[config.mk]
export PLATFORM = sky130hd
export DESIGN_NAME = shreg_seq_ctrl
export DESIGN_NICKNAME = d
export VERILOG_FILES = /design/src/rtl/shreg_pkg.sv /design/src/rtl/shreg_step_cnt.sv /design/src/rtl/shreg_seq_ctrl.sv
export SDC_FILE = /design/constraint.sdc
export NUM_CORES = 1
export LEC_CHECK = 0
export CAP_MARGIN = 10
export CORE_ASPECT_RATIO = 1.4
export CORE_MARGIN = 4
export CORE_UTILIZATION = 44
export CTS_CLUSTER_DIAMETER = 30
export DETAILED_ROUTE_END_ITERATION = 12
export GPL_ROUTABILITY_DRIVEN = 1
export GPL_TIMING_DRIVEN = 0
export PLACE_DENSITY = 0.78
export SLEW_MARGIN = 30
export SYNTH_ARGS = -nofsm -noshare
export SYNTH_HDL_FRONTEND = slang
export SYNTH_SLANG_ARGS = --single-unit
[constraint.sdc]
create_clock -name Clk -period 2.1 [get_ports Clk]
set_input_delay 0.63 -clock Clk [delete_from_list [all_inputs] [get_ports Clk]]
set_output_delay 0.63 -clock Clk [all_outputs]
set_load 0.1 [all_outputs]
[src/rtl/shreg_pkg.sv]
// Shared encodings for the shift-register sequencer: command opcodes,
// shift-register mode selects, FSM states and small opcode decode helpers.
package shreg_pkg;

  localparam logic [2:0] OP_LOAD  = 3'b000;
  localparam logic [2:0] OP_SHR   = 3'b001;
  localparam logic [2:0] OP_SHL   = 3'b010;
  localparam logic [2:0] OP_ROR   = 3'b011;
  localparam logic [2:0] OP_ROL   = 3'b100;
  localparam logic [2:0] OP_CLEAR = 3'b101;

  localparam logic [1:0] MODE_HOLD = 2'b00;
  localparam logic [1:0] MODE_SHR  = 2'b01;
  localparam logic [1:0] MODE_SHL  = 2'b10;
  localparam logic [1:0] MODE_LOAD = 2'b11;

  typedef enum logic [1:0] {
    ST_IDLE = 2'b00,
    ST_EXEC = 2'b01,
    ST_FIN  = 2'b10,
    ST_RSVD = 2'b11
  } state_e;

  function automatic logic op_legal(input logic [2:0] op);
    return op <= OP_CLEAR;
  endfunction

  // Number of mode cycles an opcode needs; a count field of 0 means 8.
  function automatic logic [3:0] op_steps(input logic [2:0] op, input logic [2:0] cnt);
    logic [3:0] steps;
    steps = 4'd0;
    case (op)
      OP_LOAD, OP_CLEAR:              steps = 4'd1;
      OP_SHR, OP_SHL, OP_ROR, OP_ROL: steps = (cnt == 3'd0) ? 4'd8 : {1'b0, cnt};
      default:                        steps = 4'd0;
    endcase
    return steps;
  endfunction

  function automatic logic [1:0] op_mode(input logic [2:0] op);
    logic [1:0] mode;
    mode = MODE_HOLD;
    case (op)
      OP_LOAD, OP_CLEAR: mode = MODE_LOAD;
      OP_SHR, OP_ROR:    mode = MODE_SHR;
      OP_SHL, OP_ROL:    mode = MODE_SHL;
      default:           mode = MODE_HOLD;
    endcase
    return mode;
  endfunction

endpackage

[src/rtl/shreg_step_cnt.sv]
// Down-counter of remaining mode cycles; last flags the final cycle.
module shreg_step_cnt (
  input  logic       Clk,
  input  logic       MR_N,
  input  logic       load,
  input  logic [3:0] load_val,
  input  logic       dec,
  output logic [3:0] count,
  output logic       last
);

  always_ff @(posedge Clk or negedge MR_N) begin
    if (!MR_N) begin
      count <= 4'd0;
    end else if (load) begin
      count <= load_val;
    end else if (dec && count != 4'd0) begin
      count <= count - 4'd1;
    end
  end

  assign last = (count == 4'd1);

endmodule

[src/rtl/shreg_seq_ctrl.sv]
// Command sequencer driving a 4-bit universal shift register: accepts one
// load/shift/rotate/clear command at a time and steps the register's mode.
module shreg_seq_ctrl
  import shreg_pkg::*;
(
  input  logic       Clk,
  input  logic       MR_N,
  input  logic       cmd_valid,
  output logic       cmd_ready,
  input  logic [2:0] cmd_op,
  input  logic [2:0] cmd_cnt,
  input  logic [3:0] cmd_data,
  input  logic       cmd_sin,
  input  logic       abort,
  input  logic [3:0] sr_q,
  output logic [1:0] sr_s,
  output logic [1:0] sr_d,
  output logic [3:0] sr_p,
  output logic       busy,
  output logic       done,
  output logic       err
);

  state_e     state_reg, state_next;
  logic [2:0] op_reg;
  logic [3:0] data_reg;
  logic       sin_reg;
  logic       err_reg;
  logic       accept;
  logic       last;
  logic [3:0] count;

  assign accept = cmd_valid && cmd_ready;

  shreg_step_cnt u_step_cnt (
    .Clk      (Clk),
    .MR_N     (MR_N),
    .load     (accept),
    .load_val (op_steps(cmd_op, cmd_cnt)),
    .dec      (state_reg == ST_EXEC),
    .count    (count),
    .last     (last)
  );

  always_ff @(posedge Clk or negedge MR_N) begin
    if (!MR_N) begin
      state_reg <= ST_IDLE;
      op_reg    <= 3'd0;
      data_reg  <= 4'd0;
      sin_reg   <= 1'b0;
      err_reg   <= 1'b0;
    end else begin
      state_reg <= state_next;
      if (accept) begin
        op_reg   <= cmd_op;
        data_reg <= cmd_data;
        sin_reg  <= cmd_sin;
        err_reg  <= !op_legal(cmd_op);
      end else if (state_reg == ST_EXEC && abort) begin
        err_reg <= 1'b1;
      end
    end
  end

  always_comb begin
    state_next = state_reg;
    cmd_ready  = 1'b0;
    busy       = 1'b0;
    done       = 1'b0;
    err        = 1'b0;
    sr_s       = MODE_HOLD;
    sr_d       = 2'b00;
    sr_p       = 4'b0000;
    case (state_reg)
      ST_EXEC: begin
        busy = 1'b1;
        sr_s = op_mode(op_reg);
        case (op_reg)
          OP_LOAD: sr_p = data_reg;
          OP_SHR:  sr_d = {sin_reg, 1'b0};
          OP_SHL:  sr_d = {1'b0, sin_reg};
          // Rotates feed the register's own end bit back in the same cycle.
          OP_ROR:  sr_d = {sr_q[3], 1'b0};
          OP_ROL:  sr_d = {1'b0, sr_q[0]};
          default: sr_d = 2'b00;
        endcase
        if (abort || last) begin
          state_next = ST_FIN;
        end
      end
      ST_FIN: begin
        busy       = 1'b1;
        done       = 1'b1;
        err        = err_reg;
        state_next = ST_IDLE;
      end
      default: begin
        // The reserved encoding behaves exactly like IDLE.
        cmd_ready = 1'b1;
        if (cmd_valid) begin
          state_next = op_legal(cmd_op) ? ST_EXEC : ST_FIN;
        end
      end
    endcase
  end

endmodule

# After elaboration in Yosys (flattened, before gate mapping)
# Index checks and enable logic that the tools add are counted.
# word_totals
input_bits,19
mem_bits_rw,0
n_memories,0
elab_cells,61
rom_bits,0
out_inout_bits,12
latchBits,0
reg_bits,15
# op_classes
reduce_logical,19
n_lt_le_gt_ge,1
mul,0
bitwise,0
n_eq_ne,14
div,0
n_shift,0
mux,20
addsub,1
# op_table
op,count
$mux W4,5
$eq A3 B2 Y1 const B,4
$eq A3 B3 Y1 const B,4
$mux W2,5
$reduce_or A2 Y1,5
$logic_not A3 Y1,3
$pmux W2 S4,1
$pmux W4 S2,1
$eq A3 B1 Y1 const B,2
$mux W1,6
$pmux W2 S3,1
$eq A4 B1 Y1 const B,1
$pmux W2 S2,1
$reduce_bool A2 Y1,2
$reduce_bool A4 Y1,1
$reduce_or A4 Y1,1
$sub A4 B1 Y4 const B,1
$le A3 B3 Y1 const B,1
$logic_and A1 B1 Y1,3
$reduce_bool A3 Y1,1
$eq A2 B1 Y1 const B,1
$eq A2 B2 Y1 const B,1
$ne A2 B2 Y1 const B,1
$reduce_and A2 Y1,1
2 further kinds,2

# Depth between registers and ports, before layout
# depth
depth_word,5
mapped_depth,7
depth_no_buf,6

# By module
# A second synthesis with hierarchy kept.
# unflattened
cells_unflattened,94
hier_area_um2,934.6
# by_module_without_submodules
mod,seq_area_each_um2,area_each_um2,instances,cells_each
shreg_seq_ctrl,275.3,651.9,1,65
shreg_step_cnt,100.1,282.8,1,29

# Least setup slack after synthesis
# Ideal clock, no wire load.
# synth_path
path_kind,register to output
from,register state_reg[1]
to,output sr_d[1]
arrival_time_ns,3.877
n_path_buf,1
path_stages_with_launch,5
required_time_ns,1.470
path_slack_ns,-2.407
cell_sequence,dfrtp_1 inv_1 ha_1 buf_2 nor4b_1
# synth_via
elab_chain_len,2
# synth_rtl
item,line,rtl
start: declaration,shreg_seq_ctrl.sv:24,"state_e state_reg, state_next;"
start signal: assignment,shreg_seq_ctrl.sv:53,state_reg <= state_next;
$eq A2 B1 Y1,shreg_seq_ctrl.sv:74,case (state_reg)
$mux W2,shreg_seq_ctrl.sv:74,
end: declaration,shreg_seq_ctrl.sv:17,"output logic [1:0] sr_d,"
# No other way between the ends.

# Final worst setup path
# layout_path
from,register state_reg[1]
to,output sr_p[3]
# layout_via
elab_chain_len,2
# layout_rtl
item,line,rtl
$eq A2 B1 Y1,shreg_seq_ctrl.sv:74,
$mux W4,shreg_seq_ctrl.sv:74,
end: declaration,shreg_seq_ctrl.sv:18,"output logic [3:0] sr_p,"
# No other way between the ends.

==> results.cfg <==
[floorplanning]
pin_count = 31
initial_core_util = 0.463
die_area_um2 = 2850
row_count = 19
core_um2 = 1950
fp.dieH_um = 61.6
die_w_um = 46.3

[setup_path]
regToRegSetupSlack_ps = 430
critPathSlowestCell = dfrtp_1
cp-endpoint = sr_p[3]
path_cells = inv_2 > ha_4 > nand2_4 > nor3_4 > and2_4 > buf_12
timing.rr.start = state_reg[1]$_DFFE_PN0P_
required_ps = 1470
regToRegEndpoint = u_step_cnt.count[3]$_DFFE_PN0P_
cp.arrival_ps = 1620
reg2regPathDepth = 6
critPathLaunchType = flip-flop
worst-path-stages = 6
end_kind = output port
path_delay_family = simple AND/OR/NAND/NOR gates
critPathLaunch = state_reg[1]$_DFFE_PN0P_
critPathBufInv = 2
crit_path_max_fanout = 5
max_stage_delay_ps = 410
path_class = reg2out

[clocking]
clockBufferDepth = 2
htree_levels = 1
cts_tree = built
root_buffer = clkbuf_4
postCtsHoldBufs = 0
cts_sinks = 15
numCtsBuffers = 3
clkTransAtPathRegs_ps = 100
insertion_delay_ps = 280

[synthesis]
syn_area_um2 = 903
synthDistinctLibCells = 29
seq_area_frac_synth = 0.416
synth-edff-count = 0
synthFlopType = dfrtp_1
synth_nets = 131
avgSynthCellArea_um2 = 8.36
syn_inst = 108
ys_async_sr_fraction = 1.00
synth-seq-cells = 15
ys_warn_count = 0

[global_route]
grt_antenna_before_repair = 0
grt_pass1_wl_mm = 4.30
grt_overflow = 0
grt.total_usage = 0.211
grt_pass1_vias = 1011
grt_max_degree = 16

[detailed_routing]
drcViolationCount = 0
vias_per_cell = 5.40
final_antenna_net_count = 0
dr.pass1.iters = 4
num_vias = 913
routed_wl_mm = 2.70
avgRoutedWirePerCell_um = 16.0
drt_iter0_drc = 12

[placed_design]
place_congestion = 0.845
io_buffers = 28
dp.final_hpwl_mm = 1.83
place_ws_ps = -1200
place_area_um2 = 1270

[layout]
syn2layout_area_growth_pct = 66.8
mostFrequentLayoutCells = nand2_1, clkdlybuf4s50_1, dfrtp_1
nets = 172
antenna_cells = 0
finalInstanceArea_um2 = 1510
layout_commonest_cell = nand2_1
drive_gt1_frac = 0.345

[sta]
layout_setup_ws_ps = -149
period_minus_slack_ps = 2250
drv_slew = 0
fin_tns_setup_ps = -774
worst_pin_slew_ps = 694
fin_skew_ps = 1.03
setup_viol = 7
fmax_mhz = 445
relSlewSlack = 0.536
fin_crit_sh = 1.07
hold_viol = 0
rsz0062_at_grt = true
whs_ps = 493

[hold_path]
hp-class = reg2reg

[run_status]
status = finished, violations left
violations = negative setup slack

[flow_run]
maxCapViolCount = 0
-- worst register-to-register path, stage by stage, from the launching register on --
cell,delay [ps]
dfrtp_1,410
inv_2,80
ha_4,170
buf_4,120
or4b_4,460
a21oi_1,200
o22ai_1,110
-- layer usage --
layer  up-vias  part of all wire  global-route usage
li1        440                 -                   -
met1       443              0.39               0.221
met2        28              0.55               0.398
met3         2             0.056              0.0468
met4         0            0.0070              0.0732
met5         -                 0                   0
-- per-stage QoR --
| stage | util | instances |
|---|---|---|
| global route | 0.773 | 169 |
| CTS | 0.758 | 167 |
| finish | 0.773 | 169 |
| floorplan | - | 108 |
| global placement | 0.651 | 157 |
| detailed placement | 0.651 | 157 |
-- cell usage after synthesis (2+ instances only) --
cell type / instances / area, um^2
nor2_1: 6 / 22.5
clkbuf_1: 2 / 7.51
and2_1: 6 / 37.5
xor2_1: 2 / 17.5
buf_2: 3 / 15.0
mux2_2: 2 / 22.5
nand3_1: 2 / 10.0
dfrtp_1: 15 / 375
a21oi_1: 9 / 45.0
ha_1: 4 / 50.1
o22ai_1: 3 / 18.8
o21ai_0: 3 / 15.0
nand2_1: 28 / 105
nor3_1: 2 / 10.0
inv_1: 6 / 22.5
nand3b_1: 2 / 15.0
-- worst min-delay path by stage --
stage | depth (start not counted) | end | slack (ps) | start
4_1_cts | 2 | data_reg[2]$_DFFE_PN0P_ | 500 | data_reg[2]$_DFFE_PN0P_
6_report | 2 | data_reg[1]$_DFFE_PN0P_ | 490 | data_reg[1]$_DFFE_PN0P_
5_1_grt | 2 | data_reg[3]$_DFFE_PN0P_ | 540 | data_reg[3]$_DFFE_PN0P_
2_1_floorplan | 0 | data_reg[0]$_DFFE_PN0P_ | 330 | MR_N
3_5_place_dp | 2 | data_reg[2]$_DFFE_PN0P_ | 470 | data_reg[2]$_DFFE_PN0P_
3_3_place_gp | 2 | data_reg[2]$_DFFE_PN0P_ | 460 | data_reg[2]$_DFFE_PN0P_
-- cell families after synthesis --
group | after synthesis | synth area share
xor+xnor | 3 | 0.0291
simple gates | 51 | 0.273
buf+inv | 11 | 0.0499
fa+ha+maj | 5 | 0.0665
flops | 15 | 0.416
mux | 3 | 0.0360
compound gates | 20 | 0.130
-- final cells by class --
cell class / instances / area, um^2
Clock buffer: 3 / 22.5
Inverter: 6 / 26.3
Sequential cell: 15 / 378
Buffer: 2 / 10.0
Clock inverter: 1 / 5.00
Multi-Input combinational cell: 82 / 581
Timing Repair Buffer: 39 / 458
Tap cell: 21 / 26.3
Fill cell: 136 / 443
-- repair_timing --
action | in CTS | in global routing
buffers inserted | 8 | 4
pin swaps | 6 | 6
endpoints found under the setup margin | 12 | 12
resized for setup | 108 | 4
Power is left out: the tool's default activity adds up to more than one toggle a clock period on the data nets, which glitch-free logic cannot reach.
